## src/rtl/tap_pkg.sv

```systemverilog
// Shared types and constants for the IR-capable JTAG TAP controller.
package tap_pkg;

  typedef enum logic [3:0] {
    StTlr   = 4'd0,
    StRti   = 4'd1,
    StSelDr = 4'd2,
    StCapDr = 4'd3,
    StShDr  = 4'd4,
    StEx1Dr = 4'd5,
    StPauDr = 4'd6,
    StEx2Dr = 4'd7,
    StUpdDr = 4'd8,
    StSelIr = 4'd9,
    StCapIr = 4'd10,
    StShIr  = 4'd11,
    StEx1Ir = 4'd12,
    StPauIr = 4'd13,
    StEx2Ir = 4'd14,
    StUpdIr = 4'd15
  } tap_state_e;

  // Data register currently placed between TDI and TDO.
  typedef enum logic [1:0] {
    DrBypass,
    DrIdcode,
    DrUser
  } dr_sel_e;

  // BYPASS is the all-ones opcode at whatever IR width is in use.
  localparam int unsigned OpIdcodeDefault = 1;
  localparam int unsigned OpUserDefault   = 2;
  localparam int unsigned IdcodeLen       = 32;
  localparam logic [1:0]  IrCapturePat    = 2'b01;

  function automatic logic is_shift_state(tap_state_e s);
    return (s == StShDr) || (s == StShIr);
  endfunction

endpackage

```

## src/rtl/tap_fsm.sv

```systemverilog
// IEEE 1149.1 TAP state machine: state register plus TMS-driven next-state logic.
module tap_fsm
  import tap_pkg::*;
(
  input  logic       clk,
  input  logic       TRST,
  input  logic       TMS,
  output tap_state_e state,
  output tap_state_e state_nxt
);

  tap_state_e state_q, state_d;

  always_comb begin
    state_d = state_q;
    unique case (state_q)
      StTlr:   state_d = TMS ? StTlr   : StRti;
      StRti:   state_d = TMS ? StSelDr : StRti;
      StSelDr: state_d = TMS ? StSelIr : StCapDr;
      StCapDr: state_d = TMS ? StEx1Dr : StShDr;
      StShDr:  state_d = TMS ? StEx1Dr : StShDr;
      StEx1Dr: state_d = TMS ? StUpdDr : StPauDr;
      StPauDr: state_d = TMS ? StEx2Dr : StPauDr;
      StEx2Dr: state_d = TMS ? StUpdDr : StShDr;
      StUpdDr: state_d = TMS ? StSelDr : StRti;
      StSelIr: state_d = TMS ? StTlr   : StCapIr;
      StCapIr: state_d = TMS ? StEx1Ir : StShIr;
      StShIr:  state_d = TMS ? StEx1Ir : StShIr;
      StEx1Ir: state_d = TMS ? StUpdIr : StPauIr;
      StPauIr: state_d = TMS ? StEx2Ir : StPauIr;
      StEx2Ir: state_d = TMS ? StUpdIr : StShIr;
      StUpdIr: state_d = TMS ? StSelDr : StRti;
      default: state_d = StTlr;
    endcase
  end

  always_ff @(posedge clk) begin
    if (TRST) begin
      state_q <= StTlr;
    end else begin
      state_q <= state_d;
    end
  end

  assign state     = state_q;
  assign state_nxt = state_d;

endmodule

```

## src/rtl/tap_ctrl_ir.sv

```systemverilog
// TAP controller with instruction register, BYPASS, IDCODE and one user DR.
// Define TAP_SHIFT_COUNT_EN to add the shift_cnt output.
module tap_ctrl_ir
  import tap_pkg::*;
#(
  parameter int unsigned IR_LEN     = 4,
  parameter int unsigned DR_LEN     = 8,
  parameter logic [31:0] IDCODE_VAL = 32'h1234_5679,
  parameter int unsigned OP_IDCODE  = OpIdcodeDefault,
  parameter int unsigned OP_USER    = OpUserDefault
) (
  input  logic              clk,
  input  logic              TRST,
  input  logic              TMS,
  input  logic              TDI,
  output logic              TDO,
  output logic              TDO_EN,
  output logic [3:0]        state_obs,
  output logic [IR_LEN-1:0] ir_out,
  input  logic [DR_LEN-1:0] user_dr_in,
  output logic [DR_LEN-1:0] user_dr_out,
`ifdef TAP_SHIFT_COUNT_EN
  output logic [15:0]       shift_cnt,
`endif
  output logic              user_dr_upd
);

  localparam logic [IR_LEN-1:0] OpIdcode  = IR_LEN'(OP_IDCODE);
  localparam logic [IR_LEN-1:0] OpUser    = IR_LEN'(OP_USER);
  localparam logic [IR_LEN-1:0] IrCapture = IR_LEN'(IrCapturePat);

  tap_state_e state, state_nxt;

  tap_fsm u_tap_fsm (
    .clk       (clk),
    .TRST      (TRST),
    .TMS       (TMS),
    .state     (state),
    .state_nxt (state_nxt)
  );

  logic [IR_LEN-1:0]    ir_sr_q, ir_sr_d;
  logic [IR_LEN-1:0]    ir_q, ir_d;
  logic                 bypass_q, bypass_d;
  logic [IdcodeLen-1:0] idcode_q, idcode_d;
  logic [DR_LEN-1:0]    user_sr_q, user_sr_d;
  logic [DR_LEN-1:0]    user_out_q, user_out_d;
  logic                 upd_q, upd_d;
  dr_sel_e              dr_sel;

  // Unknown opcodes fall back to BYPASS so the chain length stays defined.
  always_comb begin
    dr_sel = DrBypass;
    if (&ir_q) begin
      dr_sel = DrBypass;
    end else if (ir_q == OpIdcode) begin
      dr_sel = DrIdcode;
    end else if (ir_q == OpUser) begin
      dr_sel = DrUser;
    end
  end

  always_comb begin
    ir_sr_d    = ir_sr_q;
    ir_d       = ir_q;
    bypass_d   = bypass_q;
    idcode_d   = idcode_q;
    user_sr_d  = user_sr_q;
    user_out_d = user_out_q;
    upd_d      = 1'b0;

    case (state)
      StCapIr: ir_sr_d = IrCapture;
      StShIr: begin
        ir_sr_d             = ir_sr_q >> 1;
        ir_sr_d[IR_LEN-1]   = TDI;
      end
      StUpdIr: ir_d = ir_sr_q;
      StCapDr: begin
        case (dr_sel)
          DrIdcode: idcode_d  = IDCODE_VAL;
          DrUser:   user_sr_d = user_dr_in;
          default:  bypass_d  = 1'b0;
        endcase
      end
      StShDr: begin
        case (dr_sel)
          DrIdcode: begin
            idcode_d              = idcode_q >> 1;
            idcode_d[IdcodeLen-1] = TDI;
          end
          DrUser: begin
            user_sr_d             = user_sr_q >> 1;
            user_sr_d[DR_LEN-1]   = TDI;
          end
          default: bypass_d = TDI;
        endcase
      end
      StUpdDr: begin
        if (dr_sel == DrUser) begin
          user_out_d = user_sr_q;
          upd_d      = 1'b1;
        end
      end
      default: ;
    endcase

    // Any edge that lands in Test-Logic-Reset restores the IDCODE instruction.
    if (state_nxt == StTlr) begin
      ir_d = OpIdcode;
    end
  end

  always_ff @(posedge clk) begin
    if (TRST) begin
      ir_sr_q    <= '0;
      ir_q       <= OpIdcode;
      bypass_q   <= 1'b0;
      idcode_q   <= '0;
      user_sr_q  <= '0;
      user_out_q <= '0;
      upd_q      <= 1'b0;
    end else begin
      ir_sr_q    <= ir_sr_d;
      ir_q       <= ir_d;
      bypass_q   <= bypass_d;
      idcode_q   <= idcode_d;
      user_sr_q  <= user_sr_d;
      user_out_q <= user_out_d;
      upd_q      <= upd_d;
    end
  end

  always_comb begin
    TDO = 1'b0;
    case (state)
      StShIr: TDO = ir_sr_q[0];
      StShDr: begin
        case (dr_sel)
          DrIdcode: TDO = idcode_q[0];
          DrUser:   TDO = user_sr_q[0];
          default:  TDO = bypass_q;
        endcase
      end
      default: TDO = 1'b0;
    endcase
  end

`ifdef TAP_SHIFT_COUNT_EN
  logic [15:0] cnt_q, cnt_d;

  always_comb begin
    cnt_d = cnt_q;
    if ((state == StCapDr) || (state == StCapIr)) begin
      cnt_d = '0;
    end else if (is_shift_state(state) && (cnt_q != 16'hFFFF)) begin
      cnt_d = cnt_q + 16'd1;
    end
  end

  always_ff @(posedge clk) begin
    if (TRST) begin
      cnt_q <= '0;
    end else begin
      cnt_q <= cnt_d;
    end
  end

  assign shift_cnt = cnt_q;
`endif

  assign TDO_EN      = is_shift_state(state);
  assign state_obs   = 4'(state);
  assign ir_out      = ir_q;
  assign user_dr_out = user_out_q;
  assign user_dr_upd = upd_q;

endmodule

```

## config.mk

```make
export PLATFORM = sky130hd
export DESIGN_NAME = tap_ctrl_ir
export DESIGN_NICKNAME = d
export VERILOG_FILES = /design/src/rtl/tap_pkg.sv /design/src/rtl/tap_fsm.sv /design/src/rtl/tap_ctrl_ir.sv
export SDC_FILE = /design/constraint.sdc
export NUM_CORES = 1
export LEC_CHECK = 0
export CAP_MARGIN = 20
export CORE_ASPECT_RATIO = 0.8
export CORE_UTILIZATION = 59
export CTS_BUF_LIST = sky130_fd_sc_hd__clkbuf_16
export DETAILED_ROUTE_END_ITERATION = 8
export PLACE_DENSITY = 0.84
export SYNTH_ARGS = -nofsm -noshare
export SYNTH_HDL_FRONTEND = slang
export SYNTH_SLANG_ARGS = --single-unit
```

## constraint.sdc

```tcl
create_clock -name clk -period 3.54 [get_ports clk]
set_input_delay 0.531 -clock clk [delete_from_list [all_inputs] [get_ports clk]]
set_output_delay 0.531 -clock clk [all_outputs]
set_load 0.01 [all_outputs]
```

==> results.md <==
- Compound-Gate Fraction of Synth Area: 16.38%
- Area Growth Syn to Fin: 23.84%
- Nets: 329
- Netlist cell types: 46
- Status: complete, no violations
- Pre-antenna DRT Iters: 4
- Synth area leader: dfxtp_1
- Post-CTS sizing: 0
- Hold-fix buffers, CTS: 0
- Clock-pin slew on the worst setup and hold paths: 50 ps
- Filler cells: 266
- Clock H-tree levels: 3
- Adder-cell share of the synthesized area: 0%
- Post-CTS setup buffer count: 0
- Worst Setup Path Type: flip-flop to primary output
- Post-synthesis register bit count: 62
- CTS Root Cell: clkbuf_16
- Setup TNS: 0 ps
- Final setup viols: 0
- DRC violations left: 0
- Drt wl/cell: 14.02 um
- Final Total Pwr: 1.816 mW
- Rows: 20
- Top routing layer used: met4
- Worst-path maximum fanout: 18
- Ys flop type: dfxtp_1
- Total wire length: 5287 um
- IO Port Bufs: 30
- Slew headroom: 51.77%
- Final Skew: 3.743 ps
- Required time of the critical path: 3010 ps
- Initial core utilization: 64.12%
- Vias in the first global route: 1865
- Top-count cell post-synth: nor2_1
- Synth top area share: 48.65%
- Seq/Total Area, Yosys: 48.65%
- GR Util All Layers: 26.00%
- DIE WIDTH: 75.52 um
- Reg area: 1241 um^2
- WL met3: 292 um
- Met1 wire length: 2564 um
- CP startpoint kind: flip-flop
- Synth async-reset ratio: 0%
- Largest net degree at the start of global routing: 32
- Clock latency on the worst-skew pair: 320 ps
- Mapped cell area: 2551 um^2
- CP cell instances: or4b_2 > o21ai_0 > clkdlybuf4s50_1
- Detailed placement HPWL: 3217 um
- DIE AREA: 4593 um^2
- Avg Cell Area, Syn: 8.619 um^2
- Simple-Gate Fraction of Synth Area: 24.62%
- Die H: 60.82 um
- Cells after synthesis: 296
- Pwr dens: 574.8 nW/um^2
- CTS sink cnt: 62
- Crit end category: primary output
- YS warnings: 0
- Pint: 1.446 mW
- Final period utilization: 86.45%
- Post-synthesis mux area share: 4.316%
- TritonCTS clock tree: yes
- Post-synth EDFFs: 0
- Via count: 2132
- RePlAce Congestion: 0.7791
- Initial antenna violation count: 0
- Critical Path AT: 2530 ps
- Min cycle time layout: 3060 ps
- RSZ-0062 raised after global routing: false
- Fmax: 326.8 MHz
- Lkg Pwr: 1.202 nW
- Diode count: 0
- Met2 wire length: 2379 um
- Final Hold Fails: 0
- Area of the multi-input gates: 1182 um^2
- CP max stage delay: 760 ps
- # IOs: 31
- Mapped Nets: 308
- Max cap viols: 0
- Commonest cells post-synth: 70 x nor2_1, 62 x dfxtp_1, 25 x nand2_1, 17 x a22oi_1, 17 x nor3_1
- Vias per cell: 5.655
- Switching part of the total power: 20.39%
- Logic pwr share: 6.3%
- Maximum vdd drop: 0.4062 mV
- Seq pwr share: 41.0%
- Final ANT Viol Nets: 0
- Slew @ Worst Pin: 723.4 ps
- Share of power burned in the clock network: 52.7%
- Initial DRC count: 140
- CTS Buf Count: 9
- Crit path buf inv count: 1
- Final non-filler cell area: 3159 um^2
- Layout cells sized above 1: 8.075%
- Slowest stage cell, crit path: or4b_2
- Global-route wire length before repair: 8583 um
- Post-place setup slack: 827.1 ps
- Area contributors post-synth: dfxtp_1 49%, nor2_1 10%, a22oi_1 5.0%
- Post-Synth XOR/XNOR Area: 1.030%
- Main combinational cell family by area after synthesis: simple AND/OR/NAND/NOR gates
- Grt ovf: 0
- Slew Viols, Final: 0
- Setup ws final: 479.6 ps
- P_sw: 0.3702 mW
- CP delay by family, top: simple AND/OR/NAND/NOR gates
- Placed Area: 2829 um^2
- Area of the core: 3979 um^2
- Type of the most critical hold path: flip-flop to flip-flop
- CTS Buffer Depth: 2
through the flow:
step,cells,hold slack (ps),utilization [%]
floorplan,296,431.9,-
global placement,361,440.7,71.10
detailed placement,361,446.9,71.10
CTS,377,453.2,79.40
global route,377,488.1,79.40
finish,377,448.8,79.40
final timing paths:
kind / cells past startpoint / endpoint / start / slack (ps)
worst max-delay path: 3 / TDO / u_tap_fsm.state[2] / 480
worst min-delay path: 2 / ir_sr_q[1] / ir_sr_q[1] / 450
worst max register to register: 4 / user_dr_out[5] / ir_out[1] / 1360
worst min register to register: 2 / ir_sr_q[1] / ir_sr_q[1] / 450
layout by cell type, fill, tap and decap left out, types with 3 or more instances in the layout:
cell / netlist / layout
dfxtp_1: 62 / 62
nor3_1: 17 / 17
nand2_1: 25 / 25
bufinv_16: 0 / 3
xnor2_1: 3 / 3
o21ai_0: 5 / 5
nand3_1: 4 / 4
clkbuf_16: 0 / 9
nor2b_1: 4 / 4
inv_1: 3 / 5
a311oi_1: 9 / 9
nor2_1: 70 / 70
a22oi_1: 17 / 17
clkdlybuf4s50_1: 0 / 29
mux2i_1: 11 / 11
a21oi_1: 8 / 8
buf_4: 4 / 4
sequential cells by signal (all words and copies together), names as in the netlist:
| register | count |
|---|---|
| idcode_q | 32 |
| user_dr_out | 8 |
| user_sr_q | 8 |
| ir_out | 4 |
| ir_sr_q | 4 |
| u_tap_fsm.state | 4 |
| bypass_q | 1 |
| user_dr_upd | 1 |
power by group through the flow:
| stage | clock network, mW | logic [mW] | registers (mW) |
|---|---|---|---|
| final | 0.958 | 0.115 | 0.744 |
| after global routing | 1.00 | 0.128 | 0.747 |
| after CTS | 0.968 | 0.115 | 0.743 |
| after detailed placement | 0 | 0.114 | 0.757 |
| after global placement | 0 | 0.111 | 0.756 |
| after floorplan | 0 | 0.0924 | 0.743 |
worst min-delay path, cell delays in order (launching register included):
cell,delay (ps)
dfxtp_1,300
nand2_1,50
a21oi_1,50
routing by layer:
layer	vias to the layer above	GRT usage, %
li1	1078	-
met1	993	35.03
met2	54	37.37
met3	7	10.13
met4	0	10.85
met5	-	0
logic make-up (layout without fill, tap and decap cells):
kind of cell / Yosys count / count (layout)
buf+inv: 27 / 53
compound gates: 57 / 57
xor+xnor: 3 / 3
simple gates: 136 / 136
mux: 11 / 11
flops: 62 / 62
cell type report:
class | instances | area share, %
tap | 55 | 2.178
timing repair buffer | 34 | 10.30
multi-input combinational | 207 | 37.43
sequential | 62 | 39.29
inverter | 3 | 0.3564
clock inverter | 7 | 3.327
clock buffer | 9 | 7.129
No activity file was read; power rests on OpenSTA's default activity.
